--- src/rtl/train_scheduler.sv ---
// train_scheduler: sequences one BiasWeight layer stage through a training run.
// Admits exactly NS deltas per epoch, bounds accepted-but-unretired samples to
// MAXINF, drains the layer before each epoch boundary, halves the learning rate
// every DECAY epochs (never below 1) and returns the layer to TEST after NE epochs.
module train_scheduler #(
    parameter int              WF         = 8,
    parameter int              NS         = 16,
    parameter int              NE         = 8,
    parameter int              DECAY      = 2,
    parameter logic [WF-1:0]   LR_INIT    = 8'h40,
    parameter int              MAXINF     = 4,
    parameter logic            MODE_TRAIN = 1'b1,
    parameter logic            MODE_TEST  = 1'b0
) (
    input  logic                       iCLK,
    input  logic                       iRST,
    input  logic                       iStart,
    output logic                       oMode,
    output logic [WF-1:0]              oLR,
    output logic [$clog2(NE+1)-1:0]    oEpoch,
    output logic                       oDone,
    input  logic                       iValid_AS_Delta,
    output logic                       oReady_AS_Delta,
    output logic                       oValid_BM_Delta,
    input  logic                       iReady_BM_Delta,
    input  logic                       iValid_Retire,
    input  logic                       iReady_Retire
);

    localparam int EW = $clog2(NE + 1);
    localparam int SW = $clog2(NS + 1);
    localparam int IW = $clog2(MAXINF + 1);
    localparam int DW = $clog2(DECAY + 1);

    localparam logic [SW-1:0] NS_LAST   = SW'(NS - 1);
    localparam logic [EW-1:0] NE_LAST   = EW'(NE - 1);
    localparam logic [IW-1:0] INF_LIMIT = IW'(MAXINF);
    localparam logic [DW-1:0] DEC_LAST  = DW'(DECAY - 1);

    typedef enum logic [1:0] {
        S_IDLE,
        S_TRAIN,
        S_DRAIN,
        S_UPDATE
    } state_t;

    state_t                state_q, state_d;
    logic [SW-1:0]         scnt_q, scnt_d;
    logic [EW-1:0]         epoch_q, epoch_d;
    logic [DW-1:0]         dcnt_q, dcnt_d;
    logic [IW-1:0]         inflight_q, inflight_d;
    logic signed [WF-1:0]  lr_q, lr_d;
    logic                  mode_q, mode_d;
    logic                  done_q, done_d;

    logic gate_open;
    logic acc;
    logic ret;
    logic ret_eff;

    // Halve the learning rate with an arithmetic shift; a rate that would
    // shift down to zero (or below) is held at the smallest positive step.
    function automatic logic signed [WF-1:0] lr_halve_sat(input logic signed [WF-1:0] lr);
        logic signed [WF-1:0] shifted;
        shifted = lr >>> 1;
        if (shifted <= '0) begin
            return WF'(1);
        end
        return shifted;
    endfunction

    // The gate only depends on registered state, so valid/ready see no added latency.
    assign gate_open       = (state_q == S_TRAIN) && (inflight_q != INF_LIMIT);
    assign oValid_BM_Delta = iValid_AS_Delta & gate_open;
    assign oReady_AS_Delta = iReady_BM_Delta & gate_open;

    assign acc     = oValid_BM_Delta & iReady_BM_Delta;
    assign ret     = iValid_Retire & iReady_Retire;
    // A retire with nothing outstanding is a monitor glitch and must not underflow.
    assign ret_eff = ret && (inflight_q != '0);

    assign oMode  = mode_q;
    assign oLR    = lr_q;
    assign oEpoch = epoch_q;
    assign oDone  = done_q;

    // Next-state logic for the sequencer, sample/epoch counters and in-flight tracking.
    always_comb begin
        state_d    = state_q;
        scnt_d     = scnt_q;
        epoch_d    = epoch_q;
        dcnt_d     = dcnt_q;
        lr_d       = lr_q;
        done_d     = done_q;
        inflight_d = inflight_q;

        if (acc && !ret_eff) begin
            inflight_d = inflight_q + 1'b1;
        end else if (ret_eff && !acc) begin
            inflight_d = inflight_q - 1'b1;
        end

        case (state_q)
            S_IDLE: begin
                if (iStart) begin
                    state_d = S_TRAIN;
                    scnt_d  = '0;
                    epoch_d = '0;
                    dcnt_d  = '0;
                    lr_d    = LR_INIT;
                    done_d  = 1'b0;
                end
            end
            S_TRAIN: begin
                if (acc) begin
                    if (scnt_q == NS_LAST) begin
                        scnt_d  = '0;
                        state_d = S_DRAIN;
                    end else begin
                        scnt_d = scnt_q + 1'b1;
                    end
                end
            end
            S_DRAIN: begin
                // Wait until the layer has retired every admitted sample.
                if ((inflight_q == '0) && !ret) begin
                    state_d = S_UPDATE;
                end
            end
            S_UPDATE: begin
                epoch_d = epoch_q + 1'b1;
                if (dcnt_q == DEC_LAST) begin
                    dcnt_d = '0;
                    lr_d   = lr_halve_sat(lr_q);
                end else begin
                    dcnt_d = dcnt_q + 1'b1;
                end
                if (epoch_q == NE_LAST) begin
                    state_d = S_IDLE;
                    done_d  = 1'b1;
                end else begin
                    state_d = S_TRAIN;
                end
            end
            default: begin
                state_d = S_IDLE;
            end
        endcase

        mode_d = (state_d == S_IDLE) ? MODE_TEST : MODE_TRAIN;
    end

    // Sequencer state and registered outputs; reset abandons any run in progress.
    always_ff @(posedge iCLK or posedge iRST) begin
        if (iRST) begin
            state_q    <= S_IDLE;
            scnt_q     <= '0;
            epoch_q    <= '0;
            dcnt_q     <= '0;
            inflight_q <= '0;
            lr_q       <= LR_INIT;
            mode_q     <= MODE_TEST;
            done_q     <= 1'b0;
        end else begin
            state_q    <= state_d;
            scnt_q     <= scnt_d;
            epoch_q    <= epoch_d;
            dcnt_q     <= dcnt_d;
            inflight_q <= inflight_d;
            lr_q       <= lr_d;
            mode_q     <= mode_d;
            done_q     <= done_d;
        end
    end

endmodule

--- config.mk ---
export PLATFORM = sky130hd
export DESIGN_NAME = train_scheduler
export DESIGN_NICKNAME = d
export VERILOG_FILES = /design/src/rtl/train_scheduler.sv
export SDC_FILE = /design/constraint.sdc
export NUM_CORES = 1
export LEC_CHECK = 0
export ABC_AREA = 1
export CORE_MARGIN = 3
export CORE_UTILIZATION = 52
export DETAILED_ROUTE_END_ITERATION = 10
export PLACE_DENSITY = 0.78
export SLEW_MARGIN = 20
export SYNTH_ARGS = -nofsm -noshare
export SYNTH_HDL_FRONTEND = slang
export SYNTH_SLANG_ARGS = --single-unit
--- constraint.sdc ---
create_clock -name iCLK -period 2.5 [get_ports iCLK]
set_input_delay 0.5 -clock iCLK [delete_from_list [all_inputs] [get_ports iCLK]]
set_output_delay 0.5 -clock iCLK [all_outputs]
set_load 0.02 [all_outputs]
Yosys cells after proc, flatten, opt, wreduce, memory -nomap -nowiden. Index checks and enable logic that the tools add are counted.

Bits in registers: 26. Latch bits: 0. RAM bits: 0. Memory bits (read-only): 0. Bits of input ports: 7. Word-level logic and storage cells: 80. Memories: 0.

Add/subtract/negate cells: 5. Multipliers: 0. Div/mod/pow operators: 0. Order comparisons: 1. Equal/unequal tests: 12. Shift-type cells: 0. Mux-type cells: 29. Bitwise operators: 4. Reductions and logical operators: 20.

Operators with widths (count): 2-to-1 mux 8 bit (4); case mux 8 bit (2 select lines) (1); 2-to-1 mux 5 bit (3); 2-to-1 mux 2 bit (6); != test 2 bit (second input constant) (5); case mux 5 bit (2 select lines) (1); AND reduction 3 bit (3); less-or-equal comparator 8 x 1 -> 1 bit (second input constant) (1); case mux 2 bit (4 select lines) (1); case mux 4 bit (2 select lines) (1); 2-to-1 mux 1 bit (7); 2-to-1 mux 3 bit (2); nonzero test 2 bit (3); adder 5 x 1 -> 5 bit (second input constant) (1); equality test 5 x 4 -> 1 bit (second input constant) (1); logical AND 1 bit (5); adder 4 x 1 -> 4 bit (second input constant) (1); bitwise AND 1 bit (4); equality test 2 x 1 -> 1 bit (second input constant) (2); equality test 2 bit (second input constant) (2); equality test 4 x 3 -> 1 bit (second input constant) (1); logical NOT 2 bit (2); 2-to-1 mux 4 bit (1); case mux 2 bit (2 select lines) (1); 10 further kinds (12).

Logic depth before layout (Yosys ltp). Gate-level depths: netlist of run 1.

Depth in word-level cells: 8. Mapped depth: 11. Mapped depth without buffers: 10.

Least setup slack after synthesis of run 1. No wires, ideal clock.

Path kind: register to register. From: reg state_q[1]. To: reg inflight_q[2]. Data arrival time: 1.888 ns. Required time: 2.369 ns. Slack: 0.481 ns. Stages on the path, launching flop included: 12. Path buffers: 1. Period minus slack after synthesis: 2.019 ns. Path through: dfrtp_1 > inv_1 > ha_1 > buf_4 > nand4_4 > inv_1 > ha_1 > inv_1 > fa_1 > a21oi_1 > o21ai_0 > xor2_1.

Word-level cells in the longest chain between the ends: 7. Elaborated cells on any way between the ends: 9. Classes of those cells: eq/ne (1); mux (1); bitwise (2); reduce/logical (5).

Ends and longest elaborated chain: from (decl) (line 47) `state_t state_q, state_d;`; from (signal assigned) (line 165) `state_q <= state_d;`; equality test 2 x 1 -> 1 bit * (line 73) `assign gate_open = (state_q == S_TRAIN) && (inflight_q != INF_LIMIT);`; logical AND 1 bit * (line 73); bitwise AND 1 bit * (line 74) `assign oValid_BM_Delta = iValid_AS_Delta & gate_open;`; bitwise AND 1 bit * (line 77) `assign acc = oValid_BM_Delta & iReady_BM_Delta;`; logical NOT 1 bit (line 99) `end else if (ret_eff && !acc) begin`; logical AND 1 bit (line 99); nonzero test 2 bit (no source line); to (signal assigned) (line 169) `inflight_q <= inflight_d;`; to (decl) (line 51) `logic [IW-1:0] inflight_q, inflight_d;`.

Every way passes the cells marked *; elsewhere a longest branch is shown, timed or not. A chain may end at the register's enable or synchronous reset.

Worst setup path after layout of run 1.
From: reg state_q[1]. To: out oValid_BM_Delta.

Word-level cells in the longest chain between the ends: 3.

Ends and longest elaborated chain: equality test 2 x 1 -> 1 bit (line 73); logical AND 1 bit (line 73); bitwise AND 1 bit (line 74); to (decl) (line 24) `output logic oValid_BM_Delta,`.

No other way between the ends.

==> metrics.txt, run 1 <==
post-route minimum period=2.19 ns; most frequent cells in the layout=nand2_1, inv_1, dfrtp_1; area grow syn2layout=18.7%; most common cell after layout, fill and taps aside=nand2_1; drc violations=0; worst hold path class=reg2reg; Mapped Area=1410 sq um; Syn. warnings=0; Avg Vias per Cell=5.08; CTS clk-pin slew, worst paths=0.13 ns; RSZ-0062 raised after global routing=no; Slew Limit Fails=0; Max-Cap Viols=0; Crit Path Category=reg2out; DR WL/cell=12.4 um; crit start category=flop; CP endpoint kind=primary output; crit path max fanout=6; DIE AREA=3370 sq um; P_leak=0.792 nW; ANT cells=0; I/O Buffers=21; TNS Setup=0 ns; layout filler cell count=213; initial antenna violation count=0; clk_skew=0.00155 ns; first-pass GRT wire length=4.62 mm; Final Core Density=66.3%; WL final=2.63 mm; worst-skew pair later-pin latency=0.31 ns; Post-Syn Instances=159; VDD IR-drop max=0.000589 V; status=complete, no violations; DP Wirelength=2.04 mm; final setup fails=0; routability cong.=0.831; number of global-route vias before repair=1,099; TritonCTS clock tree=built; syn_area_per_cell=8.86 sq um; period utilisation layout=87.7%; initial drt markers=49; # H-tree levels=1; sequential-to-total area share from yosys stat=44.5%; die height=58.1 um; Arr. time, crit path=1.69 ns; EDFF count, synth=0; GRT overflow=0; Detailed Routing Iterations Pass 1=4; Seq cells post-synth=25; CTS Hold Bufs=0; antenna viol nets, final=0; Initial Util=55.9%; root buf cell=clkbuf_4; GRT Overall Usage=17.7%; power per standard cell area=843 nW/um^2; Core Region=2520 sq um; fraction of layout cells with a size suffix above 1=12.0%; ys async rst share=100%; Tot Pwr=0.00141 W; largest net degree at the start of global routing=26; clock sink count=25; Die X=58.1 um; synthesized net count=176; # rows=18; fin nets=201; io pins=23; Req. time, crit path=2.00 ns; Main synth FF type=dfrtp_1; final hold violations=0; vias=1,083; Fmax achieved=456 MHz; CTS buffer count=3; library cells used by synthesis=33; Longest Clk Path Bufs=2
[sequential cells by signal (all words and copies together) (netlist names)]
name        cells
dcnt_q          2
inflight_q      3
oDone           1
oEpoch          4
oLR             7
oMode           1
scnt_q          5
state_q         2
[stage by stage]
step	hold slack, ns	cells	cell area (sq um)	setup WS [ns]
6_report	0.501	213	1670	0.308
5_1_grt	0.521	213	1670	0.122
4_1_cts	0.501	213	1670	0.00811
3_5_place_dp	0.476	209	1650	0.117
3_3_place_gp	0.468	209	1650	0.190
2_1_floorplan	0.470	159	1410	0.481
[critical path, stage by stage, from the launching register on]
cell and delay, ns:
dfrtp_1 0.47, inv_1 0.13, ha_1 0.24, nand2_1 0.10, nor2_1 0.08, dlygate4sd2_1 0.34
[synthesized netlist by cell type (3+ instances only)]
cell type | number | area, sq um
nor2_1 | 8 | 30.0
nand2_1 | 27 | 101
o21ai_0 | 7 | 35.0
inv_2 | 4 | 15.0
nand4_1 | 3 | 18.8
o22ai_1 | 5 | 31.3
nand3_1 | 8 | 40.0
dfrtp_1 | 24 | 601
a21oi_1 | 8 | 40.0
nand2_2 | 3 | 18.8
ha_1 | 9 | 113
inv_1 | 26 | 97.6
o21ai_1 | 3 | 15.0
[where the power goes]
group          total (W)  internal (W)  switching, W
clock network   0.000177     0.0000624      0.000114
registers       0.000582      0.000501     0.0000810
logic           0.000651      0.000261      0.000391
total            0.00141      0.000824      0.000586
[per-layer routing]
layer | vias to the layer above | share of wire, % | track usage, % | routed length, um
met3 | 0 | 3.5 | 4.68 | 93
met4 | 0 | 0 | 3.97 | 0
li1 | 554 | - | - | -
met2 | 18 | 50 | 29.0 | 1320
met5 | - | 0 | 0 | 0
met1 | 511 | 46 | 23.5 | 1220
[layout make-up]
type	instances	area [sq um]	area share, %
well taps	30	37.5	2.24
clock buffers	4	26.3	1.57
flip-flops and latches	25	627	37.5
multi-input cells	100	637	38.1
inverters	31	119	7.11
repair buffers	23	226	13.5
[worst paths after layout]
check	cells past startpoint	slack, ns	endpoint	start
setup / recovery	5	0.31	oValid_BM_Delta	state_q[1]
hold / removal	2	0.50	oLR[6]	oLR[6]
setup reg to reg	10	0.33	inflight_q[2]	state_q[1]
hold reg to reg	2	0.50	oLR[6]	oLR[6]
max in group asynchronous	3	1.67	oLR[6]	iRST
min in group asynchronous	3	0.54	oLR[5]	iRST
[what timing repair did]
item                                    4_1_cts  5_1_grt
resized for setup                             1        1
gates cloned                                  0        0
buffers inserted                              0        0
endpoints found under the setup margin        1        1
[kinds of logic (layout without fill, tap and decap cells)]
family | count (synthesis) | count (layout) | share of synthesized area [%]
XOR/XNOR | 4 | 4 | 2.49
AO/OA/AOI/OAI | 29 | 29 | 12.6
other | 1 | 1 | 0.266
adder cells (fa/ha/maj) | 10 | 10 | 9.41
flip-flops | 25 | 25 | 44.5
buffers and inverters | 34 | 58 | 10.3
AND/OR/NAND/NOR | 55 | 55 | 19.6
multiplexers | 1 | 1 | 0.799
(Power assumes the default switching activity.)
==> run 2, diff against run 1 <==
--- a/config.mk
+++ b/config.mk
@@ -5,12 +5,11 @@
 export SDC_FILE = /design/constraint.sdc
 export NUM_CORES = 1
 export LEC_CHECK = 0
-export ABC_AREA = 1
 export CORE_MARGIN = 3
 export CORE_UTILIZATION = 52
 export DETAILED_ROUTE_END_ITERATION = 10
 export PLACE_DENSITY = 0.78
-export SLEW_MARGIN = 20
+export SLEW_MARGIN = 25
 export SYNTH_ARGS = -nofsm -noshare
 export SYNTH_HDL_FRONTEND = slang
 export SYNTH_SLANG_ARGS = --single-unit
==> metrics.txt, run 2 <==
Max-Cap Viols=0; DP Wirelength=1.93 mm; antenna viol nets, final=0; Detailed Routing Iterations Pass 1=4; Req. time, crit path=2.74 ns; crit start category=flop; VDD IR-drop max=0.000580 V; worst hold path class=reg2reg; Longest Clk Path Bufs=2; Worst-Margin Slew=0.592 ns; Main synth FF type=dfrtp_1; routability cong.=0.763; Largest register FFs=7; ANT cells=0; most common cell after layout, fill and taps aside=dfrtp_1; cell total after placement=173; EDFF count, synth=0; Core Region=2340 sq um; RSZ-0062 raised after global routing=no; WL final=2.55 mm; ys async rst share=100%; root buf cell=clkbuf_4; status=complete, no violations; # H-tree levels=1; Seq cells post-synth=25; GRT Overall Usage=16.4%; die height=57.2 um; area leader, netlist=dfrtp_1; Crit Path Category=reg2reg; DR WL/cell=14.4 um; final hold violations=0; Mapped Area=1360 sq um; worst-skew pair later-pin latency=0.32 ns; top post-synthesis cells by area=dfrtp_1, ha_1, a22o_1; post-synth top area share=44.1%; I/O Buffers=21; Post-Syn Instances=125; Post-synth top cells=dfrtp_1, ha_1, nand2_1, o21ai_0, a22o_1; DIE AREA=3270 sq um; fin nets=167; fraction of layout cells with a size suffix above 1=12.8%; CTS clk-pin slew, worst paths=0.13 ns; first-pass GRT wire length=4.31 mm; sequential-to-total area share from yosys stat=46.0%; crit path max fanout=7; GRT overflow=0; final setup fails=0; library cells used by synthesis=45; Place WS=0.0148 ns; TritonCTS clock tree=built; number of global-route vias before repair=969; io pins=23; Syn. warnings=0; WHS=0.492 ns; initial drt markers=19; # rows=17; final worst slack=0.157 ns; initial antenna violation count=0; P_leak=0.764 nW; period utilisation layout=93.7%; Avg Vias per Cell=5.77; Slew Limit Fails=0; clk_skew=0.0129 ns; most frequent cells in the layout=dfrtp_1, clkdlybuf4s50_1, nand2_1, o21ai_0; Final Non-Filler Cells=177; synthesized net count=142; vias=1,022; power per standard cell area=801 nW/um^2; Die X=57.2 um; TNS Setup=0 ns; area grow syn2layout=20.3%; largest net degree at the start of global routing=26; count leader, synth=dfrtp_1; Arr. time, crit path=2.58 ns; Tot Pwr=0.00131 W; Fmax achieved=427 MHz; CP endpoint kind=flop; Worst slew margin=60.1%; drc violations=0; post-route minimum period=2.34 ns; clock sink count=25; CTS buffer count=3; Initial Util=58.2%; syn_area_per_cell=10.9 sq um
run 2: cell types whose count changed in the layout (fill, tap and decap cells not counted), sizes merged, moves of 4 or more:
cell,change
inv,-25
a22o,+8
nor2,-5
a21oi,-9
o22ai,-5
nand2,-21
nand4,-4
run 2: per-stage QoR:
step / util (%) / area (sq um)
after global placement: 68.6 / 1600
after CTS: 69.8 / 1630
after detailed placement: 68.6 / 1600
after floorplan: - / 1360
after global routing: 70.1 / 1640
final: 70.1 / 1640
run 2: area by class of cell:
| class | count | area, sq um |
|---|---|---|
| inverters | 6 | 22.5 |
| well taps | 28 | 35.0 |
| repair buffers | 22 | 223 |
| multi-input cells | 92 | 704 |
| flip-flops and latches | 25 | 628 |
| clock buffers | 4 | 26.3 |
| fillers | 196 | 701 |
run 2: timing repair:
item | CTS | global route
hold buffers | 0 | 0
setup buffers | 0 | 0
gates resized for setup | 1 | 3
endpoints found under the hold margin | 0 | 0
endpoints found under the setup margin | 2 | 2
run 2: path summary, 6_finish.rpt:
kind | end | cells past startpoint | start | slack [ns]
worst max-delay path | inflight_q[2] | 11 | state_q[1] | 0.16
worst min-delay path | oLR[0] | 2 | oLR[0] | 0.49
worst max register to register | inflight_q[2] | 11 | state_q[1] | 0.16
worst min register to register | oLR[0] | 2 | oLR[0] | 0.49
max in group asynchronous | oLR[6] | 3 | iRST | 1.68
min in group asynchronous | oEpoch[2] | 3 | iRST | 0.52
run 2: report_power, final:
part	total [W]	internal (W)	leakage, nW	switching [W]
Sequential	0.000568	0.000485	0.330	0.0000828
Clock	0.000177	0.0000624	0.0150	0.000115
Combinational	0.000568	0.000261	0.419	0.000307
run 2: cells by family (layout without fill, tap and decap cells):
kind of cell / count (synthesis) / count (layout) / share of synthesized area [%]
simple gates: 44 / 44 / 19.3
compound gates: 30 / 30 / 17.2
flops: 25 / 25 / 46.0
fa+ha+maj: 10 / 10 / 9.73
buf+inv: 8 / 32 / 2.48
mux: 4 / 4 / 3.12
xor+xnor: 3 / 3 / 1.93
other cells: 1 / 1 / 0.275
run 2: worst max-delay path: stages, from the launching register on:
cell and delay (ns):
dfrtp_1 0.45, inv_1 0.15, ha_2 0.26, nand3_1 0.13
nand2b_4 0.18, inv_2 0.09, ha_1 0.18, inv_1 0.06
fa_1 0.37, xor2_1 0.15, nor2_1 0.11, xor2_1 0.16
run 2: per-layer routing:
layer | track usage [%] | share of wire (%)
met1 | 21.2 | 47
met3 | 4.07 | 3.6
met5 | 0 | 0
met2 | 27.7 | 48
met4 | 3.97 | 0.90
==> run 3, diff against run 2 <==
--- a/config.mk
+++ b/config.mk
@@ -9,7 +9,6 @@
 export CORE_UTILIZATION = 52
 export DETAILED_ROUTE_END_ITERATION = 10
 export PLACE_DENSITY = 0.78
-export SLEW_MARGIN = 25
 export SYNTH_ARGS = -nofsm -noshare
 export SYNTH_HDL_FRONTEND = slang
 export SYNTH_SLANG_ARGS = --single-unit
==> results of run 3 <==
The final DEF is identical to that of run 2; final timing and power are the same.
